### src/rtl/sdram_pkg.sv
`default_nettype none
// +----------------------------------------------------------------------+
// | sdram_pkg                                                            |
// | Shared FSM encoding, default widths and grant decode for the arbiter |
// | Revision: 1.0                                                        |
// +----------------------------------------------------------------------+
package sdram_pkg;

    localparam int unsigned AW_DEFAULT = 32;
    localparam int unsigned DW_DEFAULT = 16;
    localparam int unsigned OW_DEFAULT = 8;

    typedef enum logic [1:0] {
        ST_IDLE   = 2'd0,
        ST_GRANT0 = 2'd1,
        ST_GRANT1 = 2'd2,
        ST_DRAIN  = 2'd3
    } state_e;

    // One-hot owner {m1,m0}; no owner outside the two grant states.
    function automatic logic [1:0] grant_of(state_e s);
        logic [1:0] g;
        g = 2'b00;
        if (s == ST_GRANT0) g = 2'b01;
        if (s == ST_GRANT1) g = 2'b10;
        return g;
    endfunction

endpackage
`default_nettype wire

### src/rtl/sdram_wb_arbiter_if.sv
`default_nettype none
// +----------------------------------------------------------------------+
// | sdram_wb_arbiter_if                                                  |
// | Two Wishbone master ports plus the shared SDRAM-side port            |
// | Revision: 1.0                                                        |
// +----------------------------------------------------------------------+
interface sdram_wb_arbiter_if #(
    parameter int AW = sdram_pkg::AW_DEFAULT,
    parameter int DW = sdram_pkg::DW_DEFAULT
) ();
    logic [AW-1:0] m0_address,   m1_address,   s_address;
    logic [DW-1:0] m0_writedata, m1_writedata, s_writedata;
    logic [DW-1:0] m0_readdata,  m1_readdata,  s_readdata;
    logic          m0_strobe, m0_cycle, m0_write, m0_ack, m0_stall;
    logic          m1_strobe, m1_cycle, m1_write, m1_ack, m1_stall;
    logic          s_strobe,  s_cycle,  s_write,  s_ack,  s_stall;

    // Arbiter view: slave toward both masters, master toward the SDRAM.
    modport slave (
        input  m0_address, m0_writedata, m0_strobe, m0_cycle, m0_write,
        input  m1_address, m1_writedata, m1_strobe, m1_cycle, m1_write,
        output m0_readdata, m0_ack, m0_stall,
        output m1_readdata, m1_ack, m1_stall,
        output s_address, s_writedata, s_strobe, s_cycle, s_write,
        input  s_readdata, s_ack, s_stall
    );

    modport master (
        output m0_address, m0_writedata, m0_strobe, m0_cycle, m0_write,
        output m1_address, m1_writedata, m1_strobe, m1_cycle, m1_write,
        input  m0_readdata, m0_ack, m0_stall,
        input  m1_readdata, m1_ack, m1_stall,
        input  s_address, s_writedata, s_strobe, s_cycle, s_write,
        output s_readdata, s_ack, s_stall
    );
endinterface
`default_nettype wire

### src/rtl/sdram_wb_arbiter_cnt.sv
`default_nettype none
// +----------------------------------------------------------------------+
// | wb_outstanding_cnt                                                   |
// | Saturating up/down counter of in-flight transfers with error flag    |
// | Revision: 1.0                                                        |
// +----------------------------------------------------------------------+
module wb_outstanding_cnt #(
    parameter int OW = sdram_pkg::OW_DEFAULT
) (
    input  wire logic          clk,
    input  wire logic          reset_n,
    input  wire logic          i_inc,
    input  wire logic          i_dec,
    input  wire logic          i_udf_chk,
    output logic [OW-1:0]      o_count,
    output logic               o_err
);
    localparam logic [OW-1:0] c_one = {{(OW-1){1'b0}}, 1'b1};

    logic [OW-1:0] count_q, count_d;

    // Simultaneous inc and dec cancel; either limit holds the value.
    always_comb begin : p_next
        count_d = count_q;
        o_err   = 1'b0;
        if (i_inc && !i_dec) begin
            if (&count_q) o_err   = 1'b1;
            else          count_d = count_q + c_one;
        end else if (i_dec && !i_inc) begin
            if (count_q == '0) o_err   = i_udf_chk;
            else               count_d = count_q - c_one;
        end
    end

    always_ff @(posedge clk or negedge reset_n) begin : p_reg
        if (!reset_n) count_q <= '0;
        else          count_q <= count_d;
    end

    assign o_count = count_q;
endmodule
`default_nettype wire

### src/rtl/sdram_wb_arbiter.sv
`default_nettype none
// +----------------------------------------------------------------------+
// | sdram_wb_arbiter                                                     |
// | Round-robin two-master Wishbone arbiter in front of an SDRAM ctrl    |
// | Revision: 1.0                                                        |
// +----------------------------------------------------------------------+
module sdram_wb_arbiter
    import sdram_pkg::*;
#(
    parameter int AW = AW_DEFAULT,
    parameter int DW = DW_DEFAULT,
    parameter int OW = OW_DEFAULT
) (
    input  wire logic          clk,
    input  wire logic          reset_n,
    sdram_wb_arbiter_if.slave  bus,
    output logic [1:0]         grant,
    output logic               protocol_err
);
    state_e        state_q, state_d;
    logic          last_grant_q, last_grant_d;
    logic [1:0]    grant_q, grant_d;
    logic          err_q, err_d;
    logic          armed_q, armed_d;
    logic          w_inc;
    logic          w_cnt_err;
    logic [OW-1:0] w_count;

    assign w_inc = bus.s_strobe & ~bus.s_stall;

    // Underflow is only an error once this arbiter has issued traffic, so
    // acks still in flight from before a reset are silently dropped.
    wb_outstanding_cnt #(.OW(OW)) u_cnt (
        .clk       (clk),
        .reset_n   (reset_n),
        .i_inc     (w_inc),
        .i_dec     (bus.s_ack),
        .i_udf_chk (armed_q),
        .o_count   (w_count),
        .o_err     (w_cnt_err)
    );

    always_comb begin : p_bus_mux
        bus.s_address   = {AW{1'b0}};
        bus.s_writedata = {DW{1'b0}};
        bus.s_strobe    = 1'b0;
        bus.s_cycle     = 1'b0;
        bus.s_write     = 1'b0;
        bus.m0_readdata = {DW{1'b0}};
        bus.m0_ack      = 1'b0;
        bus.m0_stall    = 1'b1;
        bus.m1_readdata = {DW{1'b0}};
        bus.m1_ack      = 1'b0;
        bus.m1_stall    = 1'b1;
        case (state_q)
            ST_GRANT0: begin
                bus.s_address   = bus.m0_address;
                bus.s_writedata = bus.m0_writedata;
                bus.s_strobe    = bus.m0_strobe;
                bus.s_cycle     = bus.m0_cycle;
                bus.s_write     = bus.m0_write;
                bus.m0_readdata = bus.s_readdata;
                bus.m0_ack      = bus.s_ack;
                bus.m0_stall    = bus.s_stall;
            end
            ST_GRANT1: begin
                bus.s_address   = bus.m1_address;
                bus.s_writedata = bus.m1_writedata;
                bus.s_strobe    = bus.m1_strobe;
                bus.s_cycle     = bus.m1_cycle;
                bus.s_write     = bus.m1_write;
                bus.m1_readdata = bus.s_readdata;
                bus.m1_ack      = bus.s_ack;
                bus.m1_stall    = bus.s_stall;
            end
            ST_DRAIN: bus.s_cycle = 1'b1;
            default: ;
        endcase
    end

    always_comb begin : p_fsm_next
        state_d      = state_q;
        last_grant_d = last_grant_q;
        err_d        = err_q | w_cnt_err;
        armed_d      = armed_q | (state_q != ST_IDLE);
        case (state_q)
            ST_IDLE: begin
                if (bus.m0_cycle && bus.m1_cycle)
                    state_d = last_grant_q ? ST_GRANT0 : ST_GRANT1;
                else if (bus.m0_cycle)
                    state_d = ST_GRANT0;
                else if (bus.m1_cycle)
                    state_d = ST_GRANT1;
            end
            ST_GRANT0: begin
                if (!bus.m0_cycle) begin
                    last_grant_d = 1'b0;
                    if (w_count != '0) begin
                        state_d = ST_DRAIN;
                        err_d   = 1'b1;
                    end else begin
                        state_d = bus.m1_cycle ? ST_GRANT1 : ST_IDLE;
                    end
                end
            end
            ST_GRANT1: begin
                if (!bus.m1_cycle) begin
                    last_grant_d = 1'b1;
                    if (w_count != '0) begin
                        state_d = ST_DRAIN;
                        err_d   = 1'b1;
                    end else begin
                        state_d = bus.m0_cycle ? ST_GRANT0 : ST_IDLE;
                    end
                end
            end
            default: begin
                if (w_count == '0) state_d = ST_IDLE;
            end
        endcase
        grant_d = grant_of(state_d);
    end

    always_ff @(posedge clk or negedge reset_n) begin : p_fsm_reg
        if (!reset_n) begin
            state_q      <= ST_IDLE;
            last_grant_q <= 1'b1;
            grant_q      <= 2'b00;
            err_q        <= 1'b0;
            armed_q      <= 1'b0;
        end else begin
            state_q      <= state_d;
            last_grant_q <= last_grant_d;
            grant_q      <= grant_d;
            err_q        <= err_d;
            armed_q      <= armed_d;
        end
    end

    assign grant        = grant_q;
    assign protocol_err = err_q;
endmodule
`default_nettype wire

### src/flat_wrapper.sv
// flat-port wrapper written by rule: the top's interface ports become plain ports
module sdram_wb_arbiter_flat import sdram_pkg::*;
#(
    parameter int AW = AW_DEFAULT,
    parameter int DW = DW_DEFAULT,
    parameter int OW = OW_DEFAULT
)
  (clk, reset_n, grant, protocol_err, bus_m0_address, bus_m0_writedata, bus_m0_strobe, bus_m0_cycle, bus_m0_write, bus_m1_address, bus_m1_writedata, bus_m1_strobe, bus_m1_cycle, bus_m1_write, bus_m0_readdata, bus_m0_ack, bus_m0_stall, bus_m1_readdata, bus_m1_ack, bus_m1_stall, bus_s_address, bus_s_writedata, bus_s_strobe, bus_s_cycle, bus_s_write, bus_s_readdata, bus_s_ack, bus_s_stall);
  sdram_wb_arbiter_if #(.AW(AW), .DW(DW)) bus_i ();
  input  wire logic clk;
  input  wire logic reset_n;
  output logic [1:0] grant;
  output logic protocol_err;
  input wire logic [$bits(bus_i.m0_address)-1:0] bus_m0_address;
  input wire logic [$bits(bus_i.m0_writedata)-1:0] bus_m0_writedata;
  input wire logic [$bits(bus_i.m0_strobe)-1:0] bus_m0_strobe;
  input wire logic [$bits(bus_i.m0_cycle)-1:0] bus_m0_cycle;
  input wire logic [$bits(bus_i.m0_write)-1:0] bus_m0_write;
  input wire logic [$bits(bus_i.m1_address)-1:0] bus_m1_address;
  input wire logic [$bits(bus_i.m1_writedata)-1:0] bus_m1_writedata;
  input wire logic [$bits(bus_i.m1_strobe)-1:0] bus_m1_strobe;
  input wire logic [$bits(bus_i.m1_cycle)-1:0] bus_m1_cycle;
  input wire logic [$bits(bus_i.m1_write)-1:0] bus_m1_write;
  output wire logic [$bits(bus_i.m0_readdata)-1:0] bus_m0_readdata;
  output wire logic [$bits(bus_i.m0_ack)-1:0] bus_m0_ack;
  output wire logic [$bits(bus_i.m0_stall)-1:0] bus_m0_stall;
  output wire logic [$bits(bus_i.m1_readdata)-1:0] bus_m1_readdata;
  output wire logic [$bits(bus_i.m1_ack)-1:0] bus_m1_ack;
  output wire logic [$bits(bus_i.m1_stall)-1:0] bus_m1_stall;
  output wire logic [$bits(bus_i.s_address)-1:0] bus_s_address;
  output wire logic [$bits(bus_i.s_writedata)-1:0] bus_s_writedata;
  output wire logic [$bits(bus_i.s_strobe)-1:0] bus_s_strobe;
  output wire logic [$bits(bus_i.s_cycle)-1:0] bus_s_cycle;
  output wire logic [$bits(bus_i.s_write)-1:0] bus_s_write;
  input wire logic [$bits(bus_i.s_readdata)-1:0] bus_s_readdata;
  input wire logic [$bits(bus_i.s_ack)-1:0] bus_s_ack;
  input wire logic [$bits(bus_i.s_stall)-1:0] bus_s_stall;
  assign bus_i.m0_address = bus_m0_address;
  assign bus_i.m0_writedata = bus_m0_writedata;
  assign bus_i.m0_strobe = bus_m0_strobe;
  assign bus_i.m0_cycle = bus_m0_cycle;
  assign bus_i.m0_write = bus_m0_write;
  assign bus_i.m1_address = bus_m1_address;
  assign bus_i.m1_writedata = bus_m1_writedata;
  assign bus_i.m1_strobe = bus_m1_strobe;
  assign bus_i.m1_cycle = bus_m1_cycle;
  assign bus_i.m1_write = bus_m1_write;
  assign bus_m0_readdata = bus_i.m0_readdata;
  assign bus_m0_ack = bus_i.m0_ack;
  assign bus_m0_stall = bus_i.m0_stall;
  assign bus_m1_readdata = bus_i.m1_readdata;
  assign bus_m1_ack = bus_i.m1_ack;
  assign bus_m1_stall = bus_i.m1_stall;
  assign bus_s_address = bus_i.s_address;
  assign bus_s_writedata = bus_i.s_writedata;
  assign bus_s_strobe = bus_i.s_strobe;
  assign bus_s_cycle = bus_i.s_cycle;
  assign bus_s_write = bus_i.s_write;
  assign bus_i.s_readdata = bus_s_readdata;
  assign bus_i.s_ack = bus_s_ack;
  assign bus_i.s_stall = bus_s_stall;
  sdram_wb_arbiter #(.AW(AW), .DW(DW), .OW(OW)) u_core (.clk(clk), .reset_n(reset_n), .bus(bus_i), .grant(grant), .protocol_err(protocol_err));
endmodule
### config.mk
export PLATFORM = sky130hd
export DESIGN_NAME = sdram_wb_arbiter_flat
export DESIGN_NICKNAME = d
export VERILOG_FILES = /design/src/rtl/sdram_pkg.sv /design/src/rtl/sdram_wb_arbiter_if.sv /design/src/rtl/sdram_wb_arbiter_cnt.sv /design/src/rtl/sdram_wb_arbiter.sv /design/src/flat_wrapper.sv
export SDC_FILE = /design/constraint.sdc
export NUM_CORES = 1
export LEC_CHECK = 0
export ABC_AREA = 1
export CELL_PAD_IN_SITES_DETAIL_PLACEMENT = 0
export CELL_PAD_IN_SITES_GLOBAL_PLACEMENT = 1
export CORE_ASPECT_RATIO = 0.9
export CORE_MARGIN = 4
export CORE_UTILIZATION = 18
export CTS_CLUSTER_SIZE = 28
export DETAILED_ROUTE_END_ITERATION = 12
export PLACE_DENSITY = 0.87
export SLEW_MARGIN = 10
export SYNTH_ARGS = -nofsm -noshare
export SYNTH_HDL_FRONTEND = slang
export SYNTH_SLANG_ARGS = --single-unit
### constraint.sdc
create_clock -name clk -period 2.8 [get_ports clk]
set_input_delay 0.56 -clock clk [delete_from_list [all_inputs] [get_ports clk]]
set_output_delay 0.56 -clock clk [all_outputs]
set_load 0.05 [all_outputs]
==> reports/metrics.cfg, run 1 <==
[cells_and_area]
utilization_of_the_core_after_routing_pct=40.5
antenna-diode-count=0
fraction_of_final_layout_cells_with_drive_strength_greater_than_1_pct=22.2
syn_to_final_growth_pct=120
nNetsFinal=745
filler_cell_count=1252

[job]
max_cap_viol_count=0

[synthesis]
syn-instance-count=402
synth_largest_type_area_fraction_pct=29.4
synth_area_leaders=sky130_fd_sc_hd__nand2_1 (29%), sky130_fd_sc_hd__dfrtp_1 (16%), sky130_fd_sc_hd__a21oi_1 (13%)
number_of_warnings_printed_during_yosys_synthesis=0
synth.yosys.seq_area_share_pct=16.8
synth_top_area_cell=sky130_fd_sc_hd__nand2_1
syn_area_um2=2240
synth_top_flop_cell=sky130_fd_sc_hd__dfrtp_1
synth-async-reset-ratio_pct=100
ys_ff_latch=15
synth_nets=537
syn_area_per_cell_um2=5.57
synth_edf_count=0
yosys.cell_types.count=34

[detailed_routing]
avgViaCountPerCell=4.29
dr.first_iter.drc_count=118
vias=3298
postRouteWirelength_mm=10.4
detail_route.drc_violations=0
detail_route.wl_per_cell_um=13.6
dr.pass1.iters=5
remaining_antenna_violation_count=0

[sta]
final_min_period_over_clock_period_pct=92.3
finClkSkew_ns=0.00594
timing.final.hold_violations=0
whs_ns=0.490
final-max-slew-violation-count=0
transition_time_at_the_pin_with_the_least_slew_margin_ns=0.697
timing.final.setup_violations=0
fmaxAchievable_mhz=387
worst_slew_margin_rel_pct=53.4
fin_setup_tns_ns=0
period_minus_slack_ns=2.58
rsz0062_at_grt=false

[floorplan]
die_boundary_width_um=126
dieHeight_um=114
pin_count=212
placeableCoreArea_um2=12100
fp.dieArea_um2=14300
start_util_pct=18.5
floorplan.rows=38

[min_path]
hp-class=register to register

[worst_setup_path]
crit_top_cell=sky130_fd_sc_hd__nand2_1
crit_path_cell_trace=clkdlybuf4s50_1 > nand2_1 > a21oi_4 > nand2_1 > inv_1 > ha_1 > inv_2 > ha_1 > nand3_1 > a21oi_1 > nor2_1 > nand2_1 > nand2_1 > nand2_1 > nand2_1
path_delay_family=buffers and inverters
library_cell_contributing_the_largest_single_delay_on_the_critical_path=sky130_fd_sc_hd__clkdlybuf4s50_1
critical_path.endpoint_type=register
number_of_buffer_and_inverter_instances_along_the_worst_setup_path=3
critPathLaunchType=input pin
critical_path_required_ns=2.94
worstSetupPathType=input pin to register
regToRegSetupSlack_ns=0.24
arrival_ns=2.72
critical_path_peak_fanout=8
slowest_delay_ns=0.46

[power_and_ir_drop]
power.density_nw_per_um2=1280
clock_power_share_pct=4.5
sequentialPowerShare_pct=7.1
switching_share_pct=60.8
p_sw_mw=3.82
worst_ir_drop_vdd_v=0.000509
power.internal_mw=2.46
share_comb_of_total_power_pct=88.4
report.power.total_mw=6.28
power.leakage_nw=2.38

[cts]
path_clk_slew_ns=0.05
cts.path.max_buffers=2
cts.root.buffer_cell=sky130_fd_sc_hd__clkbuf_16
clock_sinks=15
worst_skew_pair.late_latency_ns=0.25
h-tree-depth=1
cts_tree=yes
cts_setup_buffers=0
cts_made_buffers=3

[global_route]
antenna_violations_before_repair=0
globalRoute.totalOverflow=0
grt_start_max_net_pins=69
track_usage_pct=13.3
via_count_of_the_first_global_routing_pass=3215
grt_first_pass_wirelength_mm=15.8

[placed_design]
hpwl_mm=8.66
gp_congestion=0.930
portBuffers=211

[status]
status=complete, no violations

## registers in the layout, indices dropped and copies added (netlist names)
name and flops:
u_core.u_cnt.o_count 8, u_core.grant 2, u_core.state_q 2, u_core.armed_q 1
u_core.last_grant_q 1, u_core.protocol_err 1
## path summary, 6_finish.rpt
| check | from | end | cells after the start |
|---|---|---|---|
| worst max-delay path | bus_m0_strobe | u_core.u_cnt.o_count[5]$_DFFE_PN0P_ | 15 |
| max in group asynchronous | reset_n | u_core.u_cnt.o_count[4]$_DFFE_PN0P_ | 1 |
| worst min register to register | u_core.armed_q$_DFF_PN0_ | u_core.armed_q$_DFF_PN0_ | 2 |
| worst max register to register | u_core.state_q[0]$_DFF_PN0_ | u_core.u_cnt.o_count[5]$_DFFE_PN0P_ | 16 |
| worst min-delay path | u_core.armed_q$_DFF_PN0_ | u_core.armed_q$_DFF_PN0_ | 2 |
| min in group asynchronous | reset_n | u_core.protocol_err$_DFF_PN0_ | 1 |
## synth_stat cells (3+ instances only)
| library cell | n |
|---|---|
| sky130_fd_sc_hd__buf_2 | 10 |
| sky130_fd_sc_hd__inv_1 | 53 |
| sky130_fd_sc_hd__nand4_1 | 5 |
| sky130_fd_sc_hd__ha_1 | 12 |
| sky130_fd_sc_hd__dfrtp_1 | 14 |
| sky130_fd_sc_hd__nand3_1 | 11 |
| sky130_fd_sc_hd__inv_2 | 3 |
| sky130_fd_sc_hd__a21oi_1 | 57 |
| sky130_fd_sc_hd__nand2_2 | 7 |
| sky130_fd_sc_hd__o21ai_0 | 3 |
| sky130_fd_sc_hd__clkbuf_1 | 9 |
| sky130_fd_sc_hd__nor2_1 | 7 |
| sky130_fd_sc_hd__nor2_2 | 5 |
| sky130_fd_sc_hd__o21ai_1 | 4 |
| sky130_fd_sc_hd__xnor2_1 | 4 |
| sky130_fd_sc_hd__nand2_1 | 175 |
## power groups by stage
stage | Sequential [mW] | Combinational, mW | Clock (mW)
6_report | 0.446 | 5.56 | 0.281
5_1_grt | 0.457 | 5.93 | 0.298
4_1_cts | 0.443 | 5.57 | 0.293
3_5_place_dp | 0.444 | 5.56 | 0
3_3_place_gp | 0.443 | 5.48 | 0
2_1_floorplan | 0.482 | 3.53 | 0
## cell type report
type                            instances  area, um^2  share of cell area [%]
Timing Repair Buffer                  225        2460                    50.1
Multi-Input combinational cell        309        1590                    32.3
Sequential cell                        15         377                    7.66
Inverter                               56         210                    4.28
Tap cell                              160         200                    4.07
Clock buffer                            4        78.8                    1.60
## worst min-delay path, cell delays in order, from the launching register on
cell and delay (ns):
sky130_fd_sc_hd__dfrtp_1 0.35, sky130_fd_sc_hd__inv_1 0.05, sky130_fd_sc_hd__nand2_1 0.06
## metal layers
metal	up-vias	GRT usage (%)	share of wire, %
met4	0	4.77	2.3
met2	143	24.4	52
met1	1482	15.5	38
met5	-	0	0
li1	1656	-	-
met3	17	2.34	7.3
## placed cells by master (no fill, tap or decap), drive strengths merged, types with 2 or more instances in the layout
cell	n
xnor2	4
o21bai	2
buf	101
clkdlybuf4s50	124
a21oi	58
o21ai	9
nand2	184
dfrtp	14
inv	56
clkbuf	4
nand3	11
nand3b	2
nand4	5
xor2	2
nor2	13
ha	12
## cells by family after synthesis
| kind of cell | Yosys count | share of synthesized area, % |
|---|---|---|
| AND/OR/NAND/NOR | 216 | 41.1 |
| XOR/XNOR | 6 | 2.35 |
| adder cells (fa/ha/maj) | 13 | 7.61 |
| flip-flops | 15 | 16.8 |
| AO/OA/AOI/OAI | 74 | 17.7 |
| buffers and inverters | 78 | 14.4 |
## stage by stage
stage	setup WS (ns)	std cells	cell area, um^2
CTS	0.143	769	4900
global placement	0.000149	765	4820
global route	0.0335	769	4910
floorplan	0.000138	402	2260
finish	0.215	769	4910
detailed placement	-0.0506	765	4820
## repair_timing
item	CTS	global route
setup endpoints to repair	0	2
hold buffers	0	0
resized for setup	0	4
No activity file was read; power rests on OpenSTA's default activity.
==> run 2: changes to the inputs <==
--- a/config.mk
+++ b/config.mk
@@ -6,6 +6,7 @@
 export NUM_CORES = 1
 export LEC_CHECK = 0
 export ABC_AREA = 1
+export ABC_CLOCK_PERIOD_IN_PS = 2800
 export CELL_PAD_IN_SITES_DETAIL_PLACEMENT = 0
 export CELL_PAD_IN_SITES_GLOBAL_PLACEMENT = 1
 export CORE_ASPECT_RATIO = 0.9
==> results of run 2 <==
The final DEF is identical to that of run 1; final timing and power are the same.
==> patch 1, RTL diff (config.mk and constraints of run 2) <==
`OW_DEFAULT`: 8 -> 9.
--- a/src/rtl/sdram_pkg.sv
+++ b/src/rtl/sdram_pkg.sv
@@ -10,3 +10,3 @@
     localparam int unsigned DW_DEFAULT = 16;
-    localparam int unsigned OW_DEFAULT = 8;
+    localparam int unsigned OW_DEFAULT = 9;
 
Check against the original RTL: no difference found for any inputs over 10 cycles, from zero or initial values and one cycle with reset_n low; that may be too few to reach the edited logic, so the function may still have changed.
==> patch 1 against run 2 <==
Cell area is 1.8% higher. Utilization is 0.94 points lower. Total power is 1.7% higher. First-iteration DRC count is 14% higher. Wire length is 2.5% higher. Worst setup slack worse by 9.4 ps. Sequential cell count is 1 higher. Synthesized area is 3.5% higher. Count of clock-buffer cells in the layout stayed put. Critical endpoint is now bus_s_address[17]. Highest routed layer unchanged.
==> patch 1: results (changes against run 2) <==
Power and ir drop
  – Pleak: 2.45 nW (+3.1%)
  – Peak supply drop: 0.611 mV (+20%)

Drt
  – Drt pass-1 iters: 4 (-1)
  – Iteration-0 DRC Markers: 134 (+14%)
  – WL/cell: 13.3 microns (-1.6%)
  – Routed wire length: 10700 microns (+2.5%)

Global route
  – Tot GR Track Use: 0.128 (-0.00428)
  – Vias in the first global route: 3139 (-2.4%)
  – Largest net degree at the start of global routing: 70 (+1.4%)
  – First-pass GRT wire length: 15800 microns (-0.30%)

Worst setup path
  – Crit path DAT: 2030 ps (-690 ps)
  – Crit-path max FO: 38 (+30)

Logic synthesis
  – Syn_nets: 562 (+4.7%)
  – Netlist cell types: 26 (-24%)
  – Register area share after synthesis: 0.173 (+0.00508)
  – Top cells by count, synth: nand2_1 (183), inv_1 (66), a21oi_1 (60), nand3_1 (18), dfrtp_1 (15)
  – Cells after Synth: 426 (+6.0%)

STA
  – Layout Skew: 2.45 ps (-3.50 ps)
  – Max_slew headroom: 0.434 (-0.0998)

Place
  – Hpwl dp: 8750 microns (+1.0%)
  – Placed instance count: 794 (+3.8%)
  – Routability cong.: 0.862 (-7.2%)
  – Buffers added on ports: 211 (unchanged)
  – Area after DPL: 0.00486 sq mm (+0.88%)

Cells and area
  – Net count, final: 774 (+3.9%)
  – Share of cells above drive strength 1: 0.224 (+0.00281)
  – Max FFs per register: 9 (+1)
  – Final-layout fill cell count: 1300 (+3.8%)

Run status
  – Outcome: completed
-- patch 1: changes by cell type after synthesis, moves of 4 or more --
cell	delta
inv_1	+13
o21ai_0	+7
o21ai_1	-4
nor2_2	-5
nor2_1	+4
nand3_1	+7
nand2_1	+8
-- patch 1: final timing paths --
check / startpoint / depth (start not counted) / to / slack, ps
worst max-delay path: u_core.state_q[1] / 7 / bus_s_address[17] / 210
worst min-delay path: u_core.armed_q / 1 / u_core.armed_q / 480
worst max register to register: u_core.state_q[0] / 17 / u_core.u_cnt.o_count[7] / 210
worst min register to register: u_core.armed_q / 1 / u_core.armed_q / 480
max in group asynchronous: reset_n / 1 / u_core.u_cnt.o_count[6] / 1480
min in group asynchronous: reset_n / 1 / u_core.u_cnt.o_count[5] / 800
-- patch 1: area by class of cell --
class                           instances  area, sq um  area share
Clock buffer                            4         88.8      0.0178
Inverter                               68          262      0.0523
Multi-Input combinational cell        320         1660       0.331
Timing Repair Buffer                  229         2390       0.478
Tap cell                              164          205      0.0410
Sequential cell                        16          402      0.0803
-- patch 1: layer usage --
layer | GRT usage | routed length (microns) | up-vias
met5 | 0 | 0 | -
met1 | 0.162 | 4180 | 1506
met4 | 0.0336 | 210 | 0
met2 | 0.228 | 5520 | 140
li1 | - | - | 1732
met3 | 0.0221 | 775 | 16
-- patch 1: worst max-delay path, stage by stage, from the launching register on --
cell and delay [ps]:
dfrtp_1 380, inv_2 90, ha_2 190, buf_4 310, buf_8 270, nand2_1 80, a21oi_1 200, buf_4 240
-- patch 1: cells by family (layout without fill, tap and decap cells) --
family / count (synthesis) / in the layout / share of synthesized area
compound gates: 77 / 77 / 0.177
flops: 16 / 16 / 0.173
fa+ha+maj: 14 / 14 / 0.0789
xor+xnor: 5 / 5 / 0.0189
simple gates: 224 / 224 / 0.394
buf+inv: 90 / 301 / 0.158
-- patch 1: stage by stage --
step	total power [mW]	setup TNS, ps	util
finish	6.39	0	0.396
global route	6.86	-29.5	0.396
CTS	6.37	0	0.392
detailed placement	6.03	-763	0.385
global placement	5.95	-261	0.385
floorplan	4.15	-31.0	-
-- patch 1: what timing repair did --
item,CTS,global route
pin swaps,0,1
endpoints found under the setup margin,1,31
buffers inserted,0,3
endpoints found under the hold margin,0,0
resized for setup,1,6
-- patch 1: power breakdown --
| part | internal, mW | switching [mW] |
|---|---|---|
| clock | 0.217 | 0.0983 |
| combinational | 1.93 | 3.66 |
| sequential | 0.352 | 0.127 |
| total | 2.50 | 3.89 |
==> patch 2, RTL diff (settings of run 2) <==
Without the edit above. Reset style: synchronous (`reset_n`), changed in 2 clocked blocks.
--- a/src/rtl/sdram_wb_arbiter_cnt.sv
+++ b/src/rtl/sdram_wb_arbiter_cnt.sv
@@ -34,3 +34,3 @@
 
-    always_ff @(posedge clk or negedge reset_n) begin : p_reg
+    always_ff @(posedge clk) begin : p_reg
         if (!reset_n) count_q <= '0;
--- a/src/rtl/sdram_wb_arbiter.sv
+++ b/src/rtl/sdram_wb_arbiter.sv
@@ -123,3 +123,3 @@
 
-    always_ff @(posedge clk or negedge reset_n) begin : p_fsm_reg
+    always_ff @(posedge clk) begin : p_fsm_reg
         if (!reset_n) begin
Behaviour: differs if reset_n is asserted again (counterexample within 4 cycles, from zero or initial values and one cycle with reset_n low); with reset_n held inactive, the same outputs for 10 cycles.
==> patch 2 against run 2 <==
Wire length increased by 12%. Total power shrank 7.8%. Worst setup slack got worse by 93 ps. Sequential cell count stayed put. Cell area is 4.3% higher. First-iteration DRC count grew 130%. Register-to-register slack got worse by 50 ps. Clock skew about the same. Hold slack worse by 5.8 ps. Count of clock-buffer cells in the layout is 1 lower. Combinational power shrank 8.6%. Fmax is 3.5% lower. Synthesized area is 2.1% lower. Largest power group unchanged.
==> patch 2: results (changes against run 2) <==
Logic synthesis
  – Ys async rst share: 0 (-1.00)
  – Top_reg_cell synth: dfxtp_1
  – Cells after Synth: 424 (+5.5%)
  – Syn_nets: 559 (+4.1%)
  – Register area share after synthesis: 0.137 (-0.0312)
  – Synth Area in Compound Gates: 0.190 (+0.0124)
  – Top cells by count, synth: nand2_1 (173), a21oi_1 (63), inv_1 (63), nor2_1 (24), dfxtp_1 (15)
  – Adder-cell share of the synthesized area: 0.0777 (+0.00165)
  – Netlist cell types: 27 (-21%)

Worst setup path
  – Reg2reg setup slack: 190 ps (-50 ps)
  – Crit path DAT: 2820 ps (+100 ps)
  – CP Class: input port to flop
  – Worst r2r dst: u_core.u_cnt.o_count[6]
  – Crit-path max FO: 5 (-3)
  – Critical R2R Launch: u_core.state_q[0]

Place
  – Pre-CTS setup slack: -239 ps (-189 ps)
  – Placed instance count: 785 (+2.6%)
  – Routability cong.: 0.845 (-9.1%)
  – Area after DPL: 0.00500 sq mm (+3.8%)

Worst hold path
  – HP Start: u_core.armed_q

Drt
  – WL/cell: 14.8 microns (+9.0%)
  – Total vias in the final route: 3444 (+4.4%)
  – Drt pass-1 iters: 4 (-1)
  – Vias/cell: 4.35 (+1.5%)
  – Iteration-0 DRC Markers: 275 (+130%)

Clock tree
  – Clk slew on worst S/H paths: 50 ps (about the same)

STA
  – Fin Hold WS: 484 ps (-5.79 ps)
  – Slew @ Worst Pin: 552 ps (-145 ps)
  – Layout Skew: 6.33 ps (+0.388 ps)

Global route
  – Vias in the first global route: 3320 (+3.3%)
  – Largest net degree at the start of global routing: 70 (+1.4%)
  – First-pass GRT wire length: 18200 microns (+15%)

Cells and area
  – Share of cells above drive strength 1: 0.227 (+0.00510)
  – Net count, final: 771 (+3.5%)

Run status
  – Outcome: completed
[patch 2: metal layers]
metal,vias up,global-route usage,routed length (microns)
met5,-,0,0
met2,163,0.274,5890
met4,0,0.0446,306
met1,1538,0.195,4780
met3,19,0.0319,711
li1,1724,-,-
[patch 2: final cells by class]
type                            instances  area, sq um
Tap cell                              156          195
Timing Repair Buffer                  229         2670
Fill cell                            1221         6540
Multi-Input combinational cell        322         1620
Sequential cell                        15          303
Clock buffer                            3         75.1
Inverter                               65          253
Clock inverter                          1         5.00
[patch 2: worst min-delay path, delay by kind of cell, from the launching register on]
family | cells | cell delay (ps)
flip-flops | 1 | 330
AND/OR/NAND/NOR | 2 | 120
[patch 2: timing repair]
item | in CTS | in global routing
setup buffers | 2 | 0
setup endpoints to repair | 3 | 30
resized for setup | 0 | 5
[patch 2: power breakdown]
part           internal (mW)  switching, mW  leakage (nW)
combinational           1.90           3.18          2.17
clock                  0.191         0.0936        0.0409
sequential             0.314          0.113         0.125
